## src/rtl/qsim_axi_sweeper_pkg.sv

```systemverilog
// Shared definitions for the quantum-simulator sweeper: register map, CONTROL/STATUS
// field positions, sweep FSM states and AXI response codes.
package qsim_axi_pkg;

  localparam logic [7:0] REG_SN      = 8'h00;
  localparam logic [7:0] REG_STATUS  = 8'h04;
  localparam logic [7:0] REG_TARGET  = 8'h08;
  localparam logic [7:0] REG_INITAL  = 8'h0C;
  localparam logic [7:0] REG_CONTROL = 8'h10;

  localparam int unsigned CTRL_GO_BIT    = 0;
  localparam int unsigned CTRL_REARM_BIT = 2;
  localparam logic [31:0] CTRL_GO_WORD    = 32'h1 << CTRL_GO_BIT;
  localparam logic [31:0] CTRL_REARM_WORD = 32'h1 << CTRL_REARM_BIT;
  localparam logic [31:0] CTRL_CLR_WORD   = 32'h0;

  localparam int unsigned ST_AMP_LSB = 20;
  localparam int unsigned ST_AMP_MSB = 31;
  localparam int unsigned ST_ENG_LSB = 0;
  localparam int unsigned ST_ENG_MSB = 1;
  localparam logic [1:0]  ENG_RESULT = 2'd3;

  localparam logic [1:0] AXI_OKAY = 2'b00;

  typedef enum logic [3:0] {
    S_IDLE, S_RD_SN, S_WR_TGT, S_WR_INIT, S_WR_GO, S_POLL,
    S_GAP, S_EMIT, S_WR_ARM, S_WR_CLR, S_DONE, S_ERR
  } sweep_state_e;

endpackage

```

## src/rtl/qsim_axi_sweeper_if.sv

```systemverilog
// AXI4-Lite bus between the sweeper (master) and the simulator register block (slave).
interface qsim_axi_sweeper_if;
  logic [7:0]  awaddr;
  logic [2:0]  awprot;
  logic        awvalid;
  logic        awready;
  logic [31:0] wdata;
  logic [3:0]  wstrb;
  logic        wvalid;
  logic        wready;
  logic [1:0]  bresp;
  logic        bvalid;
  logic        bready;
  logic [7:0]  araddr;
  logic [2:0]  arprot;
  logic        arvalid;
  logic        arready;
  logic [31:0] rdata;
  logic [1:0]  rresp;
  logic        rvalid;
  logic        rready;

  modport master (
    output awaddr, awprot, awvalid, input awready,
    output wdata, wstrb, wvalid, input wready,
    input bresp, bvalid, output bready,
    output araddr, arprot, arvalid, input arready,
    input rdata, rresp, rvalid, output rready
  );

  modport slave (
    input awaddr, awprot, awvalid, output awready,
    input wdata, wstrb, wvalid, output wready,
    output bresp, bvalid, input bready,
    input araddr, arprot, arvalid, output arready,
    output rdata, rresp, rvalid, input rready
  );
endinterface

```

## src/rtl/qsim_axi_sweeper_xfer.sv

```systemverilog
// Single-transaction AXI4-Lite engine: one read or write per req, ack pulses when the
// response has been taken, with rdata and a response-error flag.
module axil_master_xfer
  import qsim_axi_pkg::*;
(
  input  logic        clk,
  input  logic        rst,
  input  logic        req,
  input  logic        we,
  input  logic [7:0]  addr,
  input  logic [31:0] wdata,
  output logic        ack,
  output logic [31:0] rdata,
  output logic        resp_err,
  qsim_axi_sweeper_if.master axi
);

  logic        awvalid_q, awvalid_d, wvalid_q, wvalid_d, bready_q, bready_d;
  logic        arvalid_q, arvalid_d, rready_q, rready_d;
  logic [7:0]  awaddr_q, awaddr_d, araddr_q, araddr_d;
  logic [31:0] wdata_q, wdata_d, rdata_q, rdata_d;
  logic        ack_q, ack_d, resp_err_q, resp_err_d;

  always_comb begin
    awvalid_d  = awvalid_q;
    wvalid_d   = wvalid_q;
    bready_d   = bready_q;
    arvalid_d  = arvalid_q;
    rready_d   = rready_q;
    awaddr_d   = awaddr_q;
    araddr_d   = araddr_q;
    wdata_d    = wdata_q;
    rdata_d    = rdata_q;
    resp_err_d = resp_err_q;
    ack_d      = 1'b0;

    if (req) begin
      if (we) begin
        awvalid_d = 1'b1;
        wvalid_d  = 1'b1;
        awaddr_d  = addr;
        wdata_d   = wdata;
      end else begin
        arvalid_d = 1'b1;
        araddr_d  = addr;
      end
    end

    // AW and W retire independently; BREADY follows once neither is outstanding.
    if (awvalid_q && axi.awready) awvalid_d = 1'b0;
    if (wvalid_q && axi.wready)   wvalid_d  = 1'b0;
    if ((awvalid_q || wvalid_q) && !awvalid_d && !wvalid_d) bready_d = 1'b1;

    if (bready_q && axi.bvalid) begin
      bready_d   = 1'b0;
      ack_d      = 1'b1;
      resp_err_d = (axi.bresp != AXI_OKAY);
    end

    if (arvalid_q && axi.arready) begin
      arvalid_d = 1'b0;
      rready_d  = 1'b1;
    end

    if (rready_q && axi.rvalid) begin
      rready_d   = 1'b0;
      ack_d      = 1'b1;
      rdata_d    = axi.rdata;
      resp_err_d = (axi.rresp != AXI_OKAY);
    end
  end

  always_ff @(posedge clk) begin
    if (rst) begin
      awvalid_q  <= 1'b0;
      wvalid_q   <= 1'b0;
      bready_q   <= 1'b0;
      arvalid_q  <= 1'b0;
      rready_q   <= 1'b0;
      awaddr_q   <= '0;
      araddr_q   <= '0;
      wdata_q    <= '0;
      rdata_q    <= '0;
      ack_q      <= 1'b0;
      resp_err_q <= 1'b0;
    end else begin
      awvalid_q  <= awvalid_d;
      wvalid_q   <= wvalid_d;
      bready_q   <= bready_d;
      arvalid_q  <= arvalid_d;
      rready_q   <= rready_d;
      awaddr_q   <= awaddr_d;
      araddr_q   <= araddr_d;
      wdata_q    <= wdata_d;
      rdata_q    <= rdata_d;
      ack_q      <= ack_d;
      resp_err_q <= resp_err_d;
    end
  end

  assign axi.awaddr  = awaddr_q;
  assign axi.awprot  = '0;
  assign axi.awvalid = awvalid_q;
  assign axi.wdata   = wdata_q;
  assign axi.wstrb   = '1;
  assign axi.wvalid  = wvalid_q;
  assign axi.bready  = bready_q;
  assign axi.araddr  = araddr_q;
  assign axi.arprot  = '0;
  assign axi.arvalid = arvalid_q;
  assign axi.rready  = rready_q;
  assign ack         = ack_q;
  assign rdata       = rdata_q;
  assign resp_err    = resp_err_q;

endmodule

```

## src/rtl/qsim_axi_sweeper.sv

```systemverilog
// Sweeps the simulator over a range of target basis states via AXI-Lite and streams
// one (target, amplitude) result per target.
module qsim_axi_sweeper
  import qsim_axi_pkg::*;
#(
  parameter int unsigned POLL_GAP   = 4,
  parameter int unsigned POLL_LIMIT = 1024
) (
  input  logic        clk,
  input  logic        rst,
  input  logic        start,
  input  logic [15:0] init_state,
  input  logic [15:0] tgt_first,
  input  logic [15:0] tgt_last,
  output logic        busy,
  output logic        done,
  output logic        err,
  output logic        res_valid,
  input  logic        res_ready,
  output logic [15:0] res_target,
  output logic [11:0] res_amp,
  qsim_axi_sweeper_if.master m
);

  localparam int unsigned PCW = $clog2(POLL_LIMIT + 1);
  localparam int unsigned GCW = $clog2(POLL_GAP + 1);

  sweep_state_e state_q, state_d;
  logic [15:0]  cur_q, cur_d, last_q, last_d, init_q, init_d;
  logic [PCW-1:0] poll_cnt_q, poll_cnt_d, poll_inc;
  logic [GCW-1:0] gap_cnt_q, gap_cnt_d;
  logic         busy_q, busy_d, done_q, done_d, err_q, err_d;
  logic         res_valid_q, res_valid_d;
  logic [15:0]  res_target_q, res_target_d;
  logic [11:0]  res_amp_q, res_amp_d;

  logic         x_req, x_we, x_ack, x_resp_err;
  logic [7:0]   x_addr;
  logic [31:0]  x_wdata, x_rdata;

  axil_master_xfer u_xfer (
    .clk      (clk),
    .rst      (rst),
    .req      (x_req),
    .we       (x_we),
    .addr     (x_addr),
    .wdata    (x_wdata),
    .ack      (x_ack),
    .rdata    (x_rdata),
    .resp_err (x_resp_err),
    .axi      (m)
  );

  always_comb begin
    state_d      = state_q;
    cur_d        = cur_q;
    last_d       = last_q;
    init_d       = init_q;
    poll_cnt_d   = poll_cnt_q;
    gap_cnt_d    = gap_cnt_q;
    err_d        = err_q;
    res_valid_d  = res_valid_q;
    res_target_d = res_target_q;
    res_amp_d    = res_amp_q;
    poll_inc     = poll_cnt_q + PCW'(1);

    unique case (state_q)
      S_IDLE: if (start) begin
        err_d   = 1'b0;
        cur_d   = tgt_first;
        last_d  = tgt_last;
        init_d  = init_state;
        state_d = (tgt_last < tgt_first) ? S_ERR : S_RD_SN;
      end
      S_RD_SN: if (x_ack) state_d = (x_resp_err || x_rdata == '0) ? S_ERR : S_WR_TGT;
      S_WR_TGT: if (x_ack) state_d = x_resp_err ? S_ERR : S_WR_INIT;
      S_WR_INIT: if (x_ack) state_d = x_resp_err ? S_ERR : S_WR_GO;
      S_WR_GO: if (x_ack) begin
        poll_cnt_d = '0;
        state_d    = x_resp_err ? S_ERR : S_POLL;
      end
      S_POLL: if (x_ack) begin
        poll_cnt_d = poll_inc;
        if (x_resp_err) begin
          state_d = S_ERR;
        end else if (x_rdata[ST_ENG_MSB:ST_ENG_LSB] == ENG_RESULT) begin
          state_d      = S_EMIT;
          res_valid_d  = 1'b1;
          res_target_d = cur_q;
          res_amp_d    = x_rdata[ST_AMP_MSB:ST_AMP_LSB];
        end else if (poll_inc == PCW'(POLL_LIMIT)) begin
          state_d = S_ERR;
        end else begin
          gap_cnt_d = '0;
          state_d   = S_GAP;
        end
      end
      S_GAP: begin
        if (gap_cnt_q == GCW'(POLL_GAP - 1)) state_d = S_POLL;
        else gap_cnt_d = gap_cnt_q + GCW'(1);
      end
      S_EMIT: if (res_ready) begin
        res_valid_d = 1'b0;
        state_d     = S_WR_ARM;
      end
      S_WR_ARM: if (x_ack) state_d = x_resp_err ? S_ERR : S_WR_CLR;
      S_WR_CLR: if (x_ack) begin
        // Compare before increment so a sweep ending at 0xFFFF terminates.
        if (x_resp_err) state_d = S_ERR;
        else if (cur_q == last_q) state_d = S_DONE;
        else begin
          cur_d   = cur_q + 16'd1;
          state_d = S_WR_TGT;
        end
      end
      S_DONE, S_ERR: state_d = S_IDLE;
      default: state_d = S_IDLE;
    endcase

    if (state_d == S_ERR) err_d = 1'b1;
    busy_d = !(state_d inside {S_IDLE, S_DONE, S_ERR});
    done_d = (state_d == S_DONE);

    // Every bus state is entered from a different state, so entry issues its request.
    x_req   = (state_d != state_q);
    x_we    = 1'b1;
    x_addr  = '0;
    x_wdata = '0;
    unique case (state_d)
      S_RD_SN:   begin x_we = 1'b0; x_addr = REG_SN; end
      S_WR_TGT:  begin x_addr = REG_TARGET;  x_wdata = {16'h0, cur_d}; end
      S_WR_INIT: begin x_addr = REG_INITAL;  x_wdata = {16'h0, init_d}; end
      S_WR_GO:   begin x_addr = REG_CONTROL; x_wdata = CTRL_GO_WORD; end
      S_POLL:    begin x_we = 1'b0; x_addr = REG_STATUS; end
      S_WR_ARM:  begin x_addr = REG_CONTROL; x_wdata = CTRL_REARM_WORD; end
      S_WR_CLR:  begin x_addr = REG_CONTROL; x_wdata = CTRL_CLR_WORD; end
      default:   x_req = 1'b0;
    endcase
  end

  always_ff @(posedge clk) begin
    if (rst) begin
      state_q      <= S_IDLE;
      cur_q        <= '0;
      last_q       <= '0;
      init_q       <= '0;
      poll_cnt_q   <= '0;
      gap_cnt_q    <= '0;
      busy_q       <= 1'b0;
      done_q       <= 1'b0;
      err_q        <= 1'b0;
      res_valid_q  <= 1'b0;
      res_target_q <= '0;
      res_amp_q    <= '0;
    end else begin
      state_q      <= state_d;
      cur_q        <= cur_d;
      last_q       <= last_d;
      init_q       <= init_d;
      poll_cnt_q   <= poll_cnt_d;
      gap_cnt_q    <= gap_cnt_d;
      busy_q       <= busy_d;
      done_q       <= done_d;
      err_q        <= err_d;
      res_valid_q  <= res_valid_d;
      res_target_q <= res_target_d;
      res_amp_q    <= res_amp_d;
    end
  end

  assign busy       = busy_q;
  assign done       = done_q;
  assign err        = err_q;
  assign res_valid  = res_valid_q;
  assign res_target = res_target_q;
  assign res_amp    = res_amp_q;

endmodule

```

## src/flat_wrapper.sv

```systemverilog
// flat-port wrapper written by rule: the top's interface ports become plain ports
module qsim_axi_sweeper_flat import qsim_axi_pkg::*;
#(
  parameter int unsigned POLL_GAP   = 4,
  parameter int unsigned POLL_LIMIT = 1024
)
  (clk, rst, start, init_state, tgt_first, tgt_last, busy, done, err, res_valid, res_ready, res_target, res_amp, m_awaddr, m_awprot, m_awvalid, m_awready, m_wdata, m_wstrb, m_wvalid, m_wready, m_bresp, m_bvalid, m_bready, m_araddr, m_arprot, m_arvalid, m_arready, m_rdata, m_rresp, m_rvalid, m_rready);
  qsim_axi_sweeper_if m_i ();
  input  logic clk;
  input  logic rst;
  input  logic start;
  input  logic [15:0] init_state;
  input  logic [15:0] tgt_first;
  input  logic [15:0] tgt_last;
  output logic busy;
  output logic done;
  output logic err;
  output logic res_valid;
  input  logic res_ready;
  output logic [15:0] res_target;
  output logic [11:0] res_amp;
  output wire logic [$bits(m_i.awaddr)-1:0] m_awaddr;
  output wire logic [$bits(m_i.awprot)-1:0] m_awprot;
  output wire logic [$bits(m_i.awvalid)-1:0] m_awvalid;
  input wire logic [$bits(m_i.awready)-1:0] m_awready;
  output wire logic [$bits(m_i.wdata)-1:0] m_wdata;
  output wire logic [$bits(m_i.wstrb)-1:0] m_wstrb;
  output wire logic [$bits(m_i.wvalid)-1:0] m_wvalid;
  input wire logic [$bits(m_i.wready)-1:0] m_wready;
  input wire logic [$bits(m_i.bresp)-1:0] m_bresp;
  input wire logic [$bits(m_i.bvalid)-1:0] m_bvalid;
  output wire logic [$bits(m_i.bready)-1:0] m_bready;
  output wire logic [$bits(m_i.araddr)-1:0] m_araddr;
  output wire logic [$bits(m_i.arprot)-1:0] m_arprot;
  output wire logic [$bits(m_i.arvalid)-1:0] m_arvalid;
  input wire logic [$bits(m_i.arready)-1:0] m_arready;
  input wire logic [$bits(m_i.rdata)-1:0] m_rdata;
  input wire logic [$bits(m_i.rresp)-1:0] m_rresp;
  input wire logic [$bits(m_i.rvalid)-1:0] m_rvalid;
  output wire logic [$bits(m_i.rready)-1:0] m_rready;
  assign m_awaddr = m_i.awaddr;
  assign m_awprot = m_i.awprot;
  assign m_awvalid = m_i.awvalid;
  assign m_i.awready = m_awready;
  assign m_wdata = m_i.wdata;
  assign m_wstrb = m_i.wstrb;
  assign m_wvalid = m_i.wvalid;
  assign m_i.wready = m_wready;
  assign m_i.bresp = m_bresp;
  assign m_i.bvalid = m_bvalid;
  assign m_bready = m_i.bready;
  assign m_araddr = m_i.araddr;
  assign m_arprot = m_i.arprot;
  assign m_arvalid = m_i.arvalid;
  assign m_i.arready = m_arready;
  assign m_i.rdata = m_rdata;
  assign m_i.rresp = m_rresp;
  assign m_i.rvalid = m_rvalid;
  assign m_rready = m_i.rready;
  qsim_axi_sweeper #(.POLL_GAP(POLL_GAP), .POLL_LIMIT(POLL_LIMIT)) u_core (.clk(clk), .rst(rst), .start(start), .init_state(init_state), .tgt_first(tgt_first), .tgt_last(tgt_last), .busy(busy), .done(done), .err(err), .res_valid(res_valid), .res_ready(res_ready), .res_target(res_target), .res_amp(res_amp), .m(m_i));
endmodule
```

## config.mk

```make
export PLATFORM = sky130hd
export DESIGN_NAME = qsim_axi_sweeper_flat
export DESIGN_NICKNAME = d
export VERILOG_FILES = /design/src/rtl/qsim_axi_sweeper_pkg.sv /design/src/rtl/qsim_axi_sweeper_if.sv /design/src/rtl/qsim_axi_sweeper_xfer.sv /design/src/rtl/qsim_axi_sweeper.sv /design/src/flat_wrapper.sv
export SDC_FILE = /design/constraint.sdc
export NUM_CORES = 1
export LEC_CHECK = 0
export ABC_CLOCK_PERIOD_IN_PS = 9200
export BUFFER_PORTS_ARGS = -buffer_cell sky130_fd_sc_hd__buf_2
export CORE_AREA = 2 2 161 163
export DETAILED_ROUTE_END_ITERATION = 8
export DIE_AREA = 0 0 163 165
export PLACE_DENSITY = 0.56
export SLEW_MARGIN = 20
export SYNTH_ARGS = -nofsm -noshare
export SYNTH_HDL_FRONTEND = slang
export SYNTH_SLANG_ARGS = --single-unit
```

## constraint.sdc

```tcl
create_clock -name clk -period 9.2 [get_ports clk]
set_clock_uncertainty 0.15 [all_clocks]
set_input_delay 1.38 -clock clk [delete_from_list [all_inputs] [get_ports clk]]
set_output_delay 1.38 -clock clk [all_outputs]
set_load 0.01 [all_outputs]
```

==> results_dict.tcl, run 1 <==
set metrics [dict create \
    initial_core_util_pct 32.6 \
    drive_above_1_share_pct 19.3 \
    grt_overflow 0 \
    slew_headroom_pct 35.5 \
    place_ws_ns 4.47 \
    h-tree-depth 4 \
    final.setup.tns_ns 0 \
    critPathLaunch "tgt_first[13]" \
    clock-root-buffer "clkbuf_16" \
    seq_area_frac_synth_pct 39.0 \
    nNetsFinal 1247 \
    synth_cells 1026 \
    grt.total_usage_pct 17.7 \
    postSynth.asyncResetShare_pct 0 \
    ir_drop_v 0.000206 \
    clock_sinks 159 \
    wl_um 24200 \
    core_um2 25000 \
    final-setup-viol-count 0 \
    fp.dieH_um 165 \
    wl_per_cell_um 16.4 \
    p_per_area_nw_per_um2 259 \
    avgSynthCellArea_um2 7.96 \
    cts_hold_buf 0 \
    worstHoldStart "u_core.res_target[12]$_SDFFE_PP0P_" \
    final_cell_mix "nand2_1 (221), dfxtp_1 (159), buf_2 (150), a21oi_1 (117), nor2_1 (67)" \
    synth-edff-count 0 \
    yosys_warnings 0 \
    cts_inserted_buffers 17 \
    critPathMaxStageDelay_ns 0.58 \
    final_max_slew_viol_count 0 \
    dieArea_um2 26900 \
    vias 7624 \
    hp-class "reg -> reg" \
    synth_area_um2 8170 \
    grt_pass1_wl_um 37500 \
    path_max_fanout 15 \
    crit_family "simple AND/OR/NAND/NOR gates" \
    cap_violations 0 \
    path_cells "buf_2, inv_1, ha_1, nand4_1, nor3_1, or4b_1, and4_1, o211ai_4, nor2_2, a22oi_4, mux2_1" \
    clockBufferDepth 2 \
    post-cts-setup-buffers 0 \
    dominantRegCellSynth "dfxtp_1" \
    crit_path_end_kind "register" \
    required_ns 9.36 \
    final_common_cell "nand2_1" \
    post-route-period-util_pct 46.8 \
    r2r_start "u_core.state_q[2]$_SDFF_PP0_" \
    cts_tree "built" \
    worst_slew_pin_slew_ns 0.962 \
    drt_iter0_markers 554 \
    worst_slack_ns 4.90 \
    clk_pin_slew_worst_paths_ns 0.07 \
    port_buffers 151 \
    place_congestion 0.870 \
    area_growth_syn_to_layout_pct 16.9 \
    drc 0 \
    fmax_mhz 232 \
    grt_max_degree 83 \
    cts-resized-gates 0 \
    fp-row-count 58 \
    p_leak_nw 3.91 \
    io_pins 188 \
    finalHoldViolCount 0 \
    antenna_found_initial 0 \
    clk_latency_ns 0.43 \
    rsz0062_at_grt "no" \
    diodes 0 \
    status "finished, final reports clean" \
    crit_arrival_ns 4.46 \
    grt_pass1_vias 6943 \
    ys_types 85 \
    start_kind "input port" \
    die_x_um 163 \
    min_period_ns 4.30 \
    ys_seq_elements 159 \
    first_pass_iters 5 \
    ant_nets 0 \
    vias_per_cell 5.16 \
    crit_slowest_cell "a22oi_4" \
    fillerInstances 2642 \
    crit_buf_inv 2 \
    dp_hpwl_um 17600 \
    path_class "in -> reg" \
]
[routing by layer]
metal,share of wire [%],vias to the layer above,global-route usage (%)
met5,0,-,0
met4,1.1,0,4.91
met3,5.9,20,3.31
met2,48,236,29.1
met1,45,3597,23.8
li1,-,3771,-
[worst min-delay path: stages (launching register included)]
cell and delay (ns):
dfxtp_1 0.31, nand2_1 0.05, a21oi_1 0.05
[path summary, 6_finish.rpt]
path | end | slack (ns) | depth (start not counted)
max | u_core.u_xfer.axi.wdata[10]$_SDFFE_PP0P_ | 4.90 | 11
min reg2reg | u_core.res_target[12]$_SDFFE_PP0P_ | 0.30 | 2
max reg2reg | u_core.u_xfer.axi.wdata[10]$_SDFFE_PP0P_ | 5.09 | 9
min | u_core.res_target[12]$_SDFFE_PP0P_ | 0.30 | 2
[state kept, by name, summed over array words and instances (netlist names), 3 cells and up]
signal and count:
u_core.gap_cnt_q 3, u_core.res_amp 12, u_core.poll_cnt_q 11, u_core.init_q 16, u_core.u_xfer.axi.wdata 16, u_core.state_q 4, u_core.u_xfer.axi.awaddr 3, u_core.u_xfer.rdata 32
u_core.u_xfer.axi.araddr 3, u_core.cur_q 16, u_core.last_q 16, u_core.res_target 16
[power by group]
part | switching (W) | internal, W | total, W | leakage (nW)
clock | 0.000312 | 0.000385 | 0.000697 | 0.269
sequential | 0.000116 | 0.000780 | 0.000895 | 1.29
combinational | 0.000555 | 0.000331 | 0.000885 | 2.35
[kinds of logic (layout without fill, tap and decap cells)]
kind of cell,count (synthesis),in the layout,share of synthesized area (%)
simple gates,436,436,25.1
compound gates,239,239,19.4
flops,159,159,39.0
buf+inv,124,211,7.96
mux,28,28,3.52
fa+ha+maj,19,19,2.91
xor+xnor,19,19,2.04
other cells,2,36,0.0919
[stage by stage]
| stage | cell area, µm² | std cells | utilization, % | power [W] | hold slack (ns) |
|---|---|---|---|---|---|
| final | 9550 | 1477 | 38.1 | 0.00248 | 0.302 |
| after global placement | 8970 | 1446 | 35.8 | 0.00179 | 0.292 |
| after CTS | 9540 | 1477 | 38.1 | 0.00250 | 0.303 |
| after detailed placement | 8970 | 1446 | 35.8 | 0.00179 | 0.294 |
| after global routing | 9550 | 1477 | 38.1 | 0.00263 | 0.327 |
| after floorplan | 8300 | 1060 | - | 0.00157 | 0.286 |
[final cells by class]
class | count | area [µm²] | area share (%)
sequential | 159 | 3180 | 33.3
clock buffer | 19 | 443 | 4.64
clock inverter | 12 | 125 | 1.31
timing repair buffer | 158 | 811 | 8.49
tap | 330 | 413 | 4.32
inverter | 22 | 82.6 | 0.865
multi-input combinational | 777 | 4490 | 47.0
[synth_stat cells, drive strengths merged (6+ instances only)]
cell type,instances,area (µm²)
mux2i,22,220
xor2,17,149
nand3,19,95.1
and2,11,68.8
nand2b,7,43.8
nor4,26,184
o21a,9,67.6
nand4,13,93.8
o21ai,23,119
a31oi,9,77.6
nor2b,13,81.3
a21oi,117,586
o211ai,7,66.3
a211oi,9,67.6
nor2,68,258
clkbuf,42,159
nand2,222,833
ha,19,238
o22ai,7,63.8
buf,60,409
a2111oi,6,56.3
mux2,6,67.6
and3,10,67.6
inv,22,82.6
dfxtp,159,3180
nor3,19,100
a311oi,7,61.3
No activity file was read; power rests on OpenSTA's default activity.
==> run 2: changes to the inputs <==
--- a/config.mk
+++ b/config.mk
@@ -5,12 +5,13 @@
 export SDC_FILE = /design/constraint.sdc
 export NUM_CORES = 1
 export LEC_CHECK = 0
-export ABC_CLOCK_PERIOD_IN_PS = 9200
+export ABC_AREA = 1
+export ABC_CLOCK_PERIOD_IN_PS = 3900
 export BUFFER_PORTS_ARGS = -buffer_cell sky130_fd_sc_hd__buf_2
-export CORE_AREA = 2 2 161 163
+export CORE_AREA = 2 2 160 162
 export DETAILED_ROUTE_END_ITERATION = 8
-export DIE_AREA = 0 0 163 165
-export PLACE_DENSITY = 0.56
+export DIE_AREA = 0 0 162 164
+export PLACE_DENSITY = 0.58
 export SLEW_MARGIN = 20
 export SYNTH_ARGS = -nofsm -noshare
 export SYNTH_HDL_FRONTEND = slang
==> constraint.sdc (replaced) <==
create_clock -name clk -period 3.9 [get_ports clk]
set_clock_uncertainty 0.15 [all_clocks]
set_input_delay 0.585 -clock clk [delete_from_list [all_inputs] [get_ports clk]]
set_output_delay 0.585 -clock clk [all_outputs]
set_load 0.01 [all_outputs]
==> run 2 against run 1 <==
  * Sequential share of layout area decreased by 0.091 points
  * Critical path depth increased by 4
  * Via count decreased by 0.38%
  * Cell area increased by 0.28%
  * Final cell count increased by 9.0%
  * Clock power increased by 140%
  * Synthesized area decreased by 1.1%
  * Sequential power increased by 130%
  * Register-to-register slack got worse by 4.3 ns
  * Count of clock-buffer cells in the layout decreased by 2
  * First-iteration DRC count decreased by 30%
==> results_dict.tcl, run 2 <==
set metrics [dict create \
    largest_reg_flops 32 \
    drc 0 \
    r2r_start "u_core.state_q[0]$_SDFF_PP0_" \
    crit_family "simple AND/OR/NAND/NOR gates" \
    fp-row-count 58 \
    final.setup.tns_ns 0 \
    area_growth_syn_to_layout_pct 18.5 \
    ff2ff_setup_slack_ns 0.74 \
    dieArea_um2 26600 \
    grt_max_degree 72 \
    nNetsFinal 1379 \
    ir_drop_v 0.000317 \
    final_cell_mix "nor2_1 (217), nand2_1 (189), dfxtp_1 (159), buf_2 (151), o21ai_0 (131)" \
    first_pass_iters 5 \
    critical_path_depth 15 \
    wl_per_cell_um 14.2 \
    diodes 0 \
    crit_slowest_cell "nor2_8" \
    r2r-end "u_core.u_xfer.axi.awaddr[3]$_SDFFE_PP0P_" \
    post-cts-setup-buffers 0 \
    port_buffers 151 \
    cts-resized-gates 0 \
    ys_types 53 \
    path_class "reg -> reg" \
    crit_arrival_ns 3.36 \
    status "finished, final reports clean" \
    drt_iter0_markers 386 \
    clock-root-buffer "clkbuf_16" \
    synth_area_um2 8080 \
    p_leak_nw 4.36 \
    wl_um 22900 \
    cts_hold_buf 0 \
    synth_top_cells_by_count "nor2_1 (217), nand2_1 (189), dfxtp_1 (159)" \
    ant_nets 0 \
    crit_buf_inv 3 \
    crit_path_end_kind "register" \
    vias_per_cell 4.72 \
    holdPathEnd "u_core.u_xfer.rdata[11]$_SDFFE_PP0P_" \
    stdcell_count 1610 \
    post-route-period-util_pct 81.0 \
    grt.total_usage_pct 17.3 \
    h-tree-depth 4 \
    r2r_cells 15 \
    yosys-top-cells-area "dfxtp_1 (39%), nor2_1 (10%), nand2_1 (8.8%)" \
    path_max_fanout 22 \
    worstHoldPathCells 3 \
    slew_headroom_pct 35.3 \
    min_period_ns 3.16 \
    synth-edff-count 0 \
    vias 7595 \
    path_cells "nor2_2, nand2_4, nor2_8, nand2_1, a21oi_1, nand2_1, nand3_2, inv_1, nand2_1, nor2_1, inv_1, nand3_4, inv_2, o21ai_0, a21oi_1" \
    total_power_w 0.00617 \
    worstHoldStart "m_rdata[11]" \
    worst_slack_ns 0.742 \
    p_per_area_nw_per_um2 644 \
    clk_latency_ns 0.42 \
    final_common_cell "nor2_1" \
    cts_inserted_buffers 17 \
    rsz0062_at_grt "no" \
    required_ns 4.10 \
    place_ws_ns 0.519 \
    dpl.cell_count 1578 \
    core_um2 24800 \
    dp_hpwl_um 17100 \
    cp_common_cell "nand2_1" \
    synth_cells 1138 \
    dominantRegCellSynth "dfxtp_1" \
    worst_slew_pin_slew_ns 0.964 \
    yosys_warnings 0 \
    postSynth.asyncResetShare_pct 0 \
    fin_area_um2 9570 \
    ys_seq_elements 159 \
    clockBufferDepth 2 \
    grt_overflow 0 \
    yosysTopAreaCellShare_pct 39.4 \
    synth.most_common_cell "nor2_1" \
    fp.dieH_um 164 \
    hp-class "in -> reg" \
    drive_above_1_share_pct 19.4 \
    antenna_found_initial 0 \
    seq_area_frac_synth_pct 39.4 \
    initial_core_util_pct 32.5 \
    place_congestion 0.876 \
    clock_sinks 159 \
    final-setup-viol-count 0 \
    critPathMaxStageDelay_ns 0.42 \
    avgSynthCellArea_um2 7.10 \
    finalHoldViolCount 0 \
    grt_pass1_wl_um 36700 \
    cap_violations 0 \
    final_max_slew_viol_count 0 \
    post_dp_cell_area_um2 8980 \
    cts_tree "built" \
    yosysTopAreaCell "dfxtp_1" \
    io_pins 188 \
    grt_pass1_vias 7103 \
    clk_pin_slew_worst_paths_ns 0.07 \
    start_kind "register" \
    fmax_mhz 317 \
    die_x_um 162 \
]
==> run 2: cell count changes after synthesis, sizes merged, moves of 18 or more <==
cell / before / now
nor2: 68 / 224
nand2: 222 / 204
o21ai: 23 / 133
inv: 22 / 90
a21oi: 117 / 71
nor4: 26 / 2
nand3: 19 / 44
==> run 2: routing by layer <==
| layer | track usage [%] | share of wire [%] | wire [µm] |
|---|---|---|---|
| met1 | 22.4 | 46 | 10600 |
| met2 | 29.3 | 47 | 10900 |
| met3 | 2.93 | 3.7 | 845 |
| met4 | 5.83 | 2.4 | 556 |
| met5 | 0 | 0 | 0 |
==> run 2: report_power, final <==
group          internal (W)  switching [W]  leakage [nW]
Combinational      0.000772        0.00165          2.78
Sequential          0.00188       0.000216          1.29
Clock              0.000862       0.000791         0.287
==> run 2: through the flow <==
step	util, %	hold slack, ns
after floorplan	-	0.283
after global placement	36.2	0.278
after detailed placement	36.2	0.280
after CTS	38.6	0.243
after global routing	38.6	0.260
final	38.6	0.256
==> run 2: area by class of cell <==
type	instances	area, µm²
timing repair buffer	162	838
fill	2665	15200
multi-input combinational	835	4200
tap	330	413
clock buffer	17	425
clock inverter	15	165
inverter	92	350
sequential	159	3180
==> run 2: worst register-to-register path: stages, from the launching register on <==
cell and delay (ns):
dfxtp_1 0.41, nor2_2 0.25, nand2_4 0.14, nor2_8 0.43, nand2_1 0.09, a21oi_1 0.14
nand2_1 0.14, nand3_2 0.16, inv_1 0.08, nand2_1 0.15, nor2_1 0.11, inv_1 0.10
nand3_4 0.10, inv_2 0.34, o21ai_0 0.14, a21oi_1 0.15
==> run 2: cells by family after synthesis <==
family	count (synthesis)	share of synthesized area, %
other cells	2	0.0930
compound gates	242	16.4
buf+inv	178	10.3
fa+ha+maj	19	2.94
xor+xnor	20	2.17
flops	159	39.4
simple gates	502	26.7
mux	16	1.98
==> run 2: worst max-delay path by stage <==
stage	slack, ns	from	to
floorplan	1.17	tgt_first[11]	u_core.u_xfer.axi.wdata[12]$_SDFFE_PP0P_
global placement	0.63	tgt_first[11]	u_core.u_xfer.axi.awaddr[4]$_SDFFE_PP0P_
detailed placement	0.52	tgt_first[11]	u_core.u_xfer.axi.wdata[9]$_SDFFE_PP0P_
CTS	0.73	u_core.state_q[0]$_SDFF_PP0_	u_core.u_xfer.axi.awaddr[3]$_SDFFE_PP0P_
global route	0.40	u_core.state_q[0]$_SDFF_PP0_	u_core.u_xfer.axi.awaddr[4]$_SDFFE_PP0P_
finish	0.74	u_core.state_q[0]$_SDFF_PP0_	u_core.u_xfer.axi.awaddr[3]$_SDFFE_PP0P_
==> run 3: changes to the inputs <==
--- a/config.mk
+++ b/config.mk
@@ -6,12 +6,12 @@
 export NUM_CORES = 1
 export LEC_CHECK = 0
 export ABC_AREA = 1
-export ABC_CLOCK_PERIOD_IN_PS = 3900
+export ABC_CLOCK_PERIOD_IN_PS = 3000
 export BUFFER_PORTS_ARGS = -buffer_cell sky130_fd_sc_hd__buf_2
 export CORE_AREA = 2 2 160 162
 export DETAILED_ROUTE_END_ITERATION = 8
 export DIE_AREA = 0 0 162 164
-export PLACE_DENSITY = 0.58
+export PLACE_DENSITY = 0.56
 export SLEW_MARGIN = 20
 export SYNTH_ARGS = -nofsm -noshare
 export SYNTH_HDL_FRONTEND = slang
==> constraint.sdc (replaced) <==
create_clock -name clk -period 3 [get_ports clk]
set_clock_uncertainty 0.15 [all_clocks]
set_input_delay 0.45 -clock clk [delete_from_list [all_inputs] [get_ports clk]]
set_output_delay 0.45 -clock clk [all_outputs]
set_load 0.01 [all_outputs]
==> run 3 against run 2 <==
  * Non-clock buffer count is 33 higher
  * Cell area is 3.7% higher
  * Via count is 1.7% higher
  * Wire length is 1.9% higher
  * Maximum frequency is 12% higher
  * Clock power is 35% higher
  * Critical path type unchanged
  * Critical endpoint is now u_core.u_xfer.axi.wdata[14]$_SDFFE_PP0P_
  * Largest power group unchanged
==> results_dict.tcl, run 3 (same netlist as run 2, synthesis figures left out) <==
set metrics [dict create \
    antenna_found_initial 0 \
    clockBufferDepth 2 \
    grt_overflow 0 \
    largest_reg_flops 32 \
    first_pass_iters 5 \
    total_power_w 0.00849 \
    clk_latency_ns 0.43 \
    cts_tree "built" \
    final_common_cell "nor2_1" \
    initial_core_util_pct 32.5 \
    cts_inserted_buffers 17 \
    fp.dieH_um 164 \
    wl_met2_um 11400 \
    post-route-period-util_pct 94.0 \
    dieArea_um2 26600 \
    place_congestion 0.919 \
    drive_above_1_share_pct 22.2 \
    vias 7724 \
    wl_um 23400 \
    grt.total_usage_pct 17.6 \
    required_ns 3.21 \
    die_x_um 162 \
    path_max_fanout 6 \
    final_cell_mix "nor2_1 (216), nand2_1 (188), dfxtp_1 (156), buf_2 (151), o21ai_0 (130)" \
    cts_hold_buf 0 \
    slew_headroom_pct 46.1 \
    finalHoldViolCount 0 \
    final-setup-viol-count 0 \
    crit_path_end_kind "register" \
    wl_met3_um 942 \
    worst_slack_ns 0.180 \
    ant_nets 0 \
    h-tree-depth 4 \
    final_max_slew_viol_count 0 \
    status "finished, final reports clean" \
    path_class "reg -> reg" \
    vias_per_cell 4.70 \
    p_leak_nw 4.52 \
    clk_pin_slew_worst_paths_ns 0.08 \
    grt_pass1_wl_um 36800 \
    io_pins 188 \
    dp_hpwl_um 17500 \
    min_period_ns 2.82 \
    dr.max_layer_used "met4" \
    start_kind "register" \
    clock_sinks 159 \
    port_buffers 151 \
    nNetsFinal 1412 \
    drc 0 \
    grt_max_degree 72 \
    crit_arrival_ns 3.03 \
    p_per_area_nw_per_um2 856 \
    drt_iter0_markers 489 \
    core_um2 24800 \
    wl_per_cell_um 14.2 \
    worst_slew_pin_slew_ns 0.808 \
    area_growth_syn_to_layout_pct 22.9 \
    place_ws_ns -0.0502 \
    cap_violations 0 \
    diodes 0 \
    fp-row-count 58 \
    clock-root-buffer "clkbuf_16" \
    m1WireLength_um 10600 \
    fmax_mhz 355 \
    hp-class "in -> reg" \
    grt_pass1_vias 7186 \
    ir_drop_v 0.000409 \
]
[run 3: cell types whose count changed in the layout (fill, tap and decap cells not counted), moves of 2 or more]
cell and change:
buf_4 +33, clkinv_4 -2, clkinvlp_4 +2, dfxtp_1 -3, dfxtp_2 +3, inv_6 -2, nand3_2 -2, nand3_4 +2
o22ai_1 -4, o22ai_2 +4
[run 3: worst max-delay path, cell delays in order, from the launching register on]
cell and delay, ns:
dfxtp_1 0.47, ha_1 0.22, nand3_1 0.15, nor2_1 0.12, inv_1 0.06, nor2_1 0.08
inv_1 0.07, nor4_1 0.44, nand4_1 0.18, xor2_1 0.18, o21ai_0 0.19, inv_1 0.11
o22ai_1 0.18, nand2_2 0.07, a21oi_2 0.10
[run 3: layout make-up]
| class | instances | area (µm²) |
|---|---|---|
| Clock inverter | 15 | 191 |
| Clock buffer | 17 | 425 |
| Fill cell | 2677 | 14900 |
| Timing Repair Buffer | 195 | 1090 |
| Inverter | 92 | 353 |
| Sequential cell | 159 | 3190 |
| Tap cell | 330 | 413 |
| Multi-Input combinational cell | 835 | 4270 |
[run 3: report_power, final]
| group | internal [W] | leakage, nW | switching, W |
|---|---|---|---|
| clock network | 0.00120 | 0.291 | 0.00102 |
| logic | 0.00128 | 2.93 | 0.00226 |
| registers | 0.00244 | 1.29 | 0.000278 |
| total | 0.00493 | 4.52 | 0.00356 |
[run 3: what timing repair did]
item	in CTS	in global routing
pin swaps	0	1
hold endpoints to repair	0	0
setup endpoints to repair	2	26
resized for setup	1	17
setup buffers	0	3
[run 3: layer usage]
| metal | global-route usage [%] | up-vias |
|---|---|---|
| li1 | - | 3969 |
| met4 | 4.79 | 0 |
| met1 | 22.7 | 3544 |
| met2 | 30.6 | 187 |
| met5 | 0 | - |
| met3 | 2.85 | 24 |
[run 3: metrics by stage]
| step | instances | setup TNS (ns) | area (µm²) | utilization (%) | hold WS, ns |
|---|---|---|---|---|---|
| finish | 1643 | 0 | 9920 | 40.0 | 0.110 |
| global route | 1643 | -0.0170 | 9920 | 40.0 | 0.116 |
| CTS | 1640 | 0 | 9820 | 39.6 | 0.0923 |
| detailed placement | 1608 | -0.377 | 9200 | 37.1 | 0.299 |
| global placement | 1608 | 0 | 9200 | 37.1 | 0.297 |
| floorplan | 1172 | 0 | 8200 | - | 0.283 |
[run 3: final timing paths]
| path | start | to | slack, ns | depth (start not counted) |
|---|---|---|---|---|
| setup reg to reg | u_core.cur_q[0]$_SDFF_PP0_ | u_core.u_xfer.axi.wdata[14]$_SDFFE_PP0P_ | 0.18 | 14 |
| setup / recovery | u_core.cur_q[0]$_SDFF_PP0_ | u_core.u_xfer.axi.wdata[14]$_SDFFE_PP0P_ | 0.18 | 14 |
| hold / removal | m_rdata[18] | u_core.u_xfer.rdata[18]$_SDFFE_PP0P_ | 0.11 | 3 |
| hold reg to reg | u_core.u_xfer.axi.araddr[3]$_SDFFE_PP0P_ | u_core.u_xfer.axi.araddr[3]$_SDFFE_PP0P_ | 0.30 | 2 |
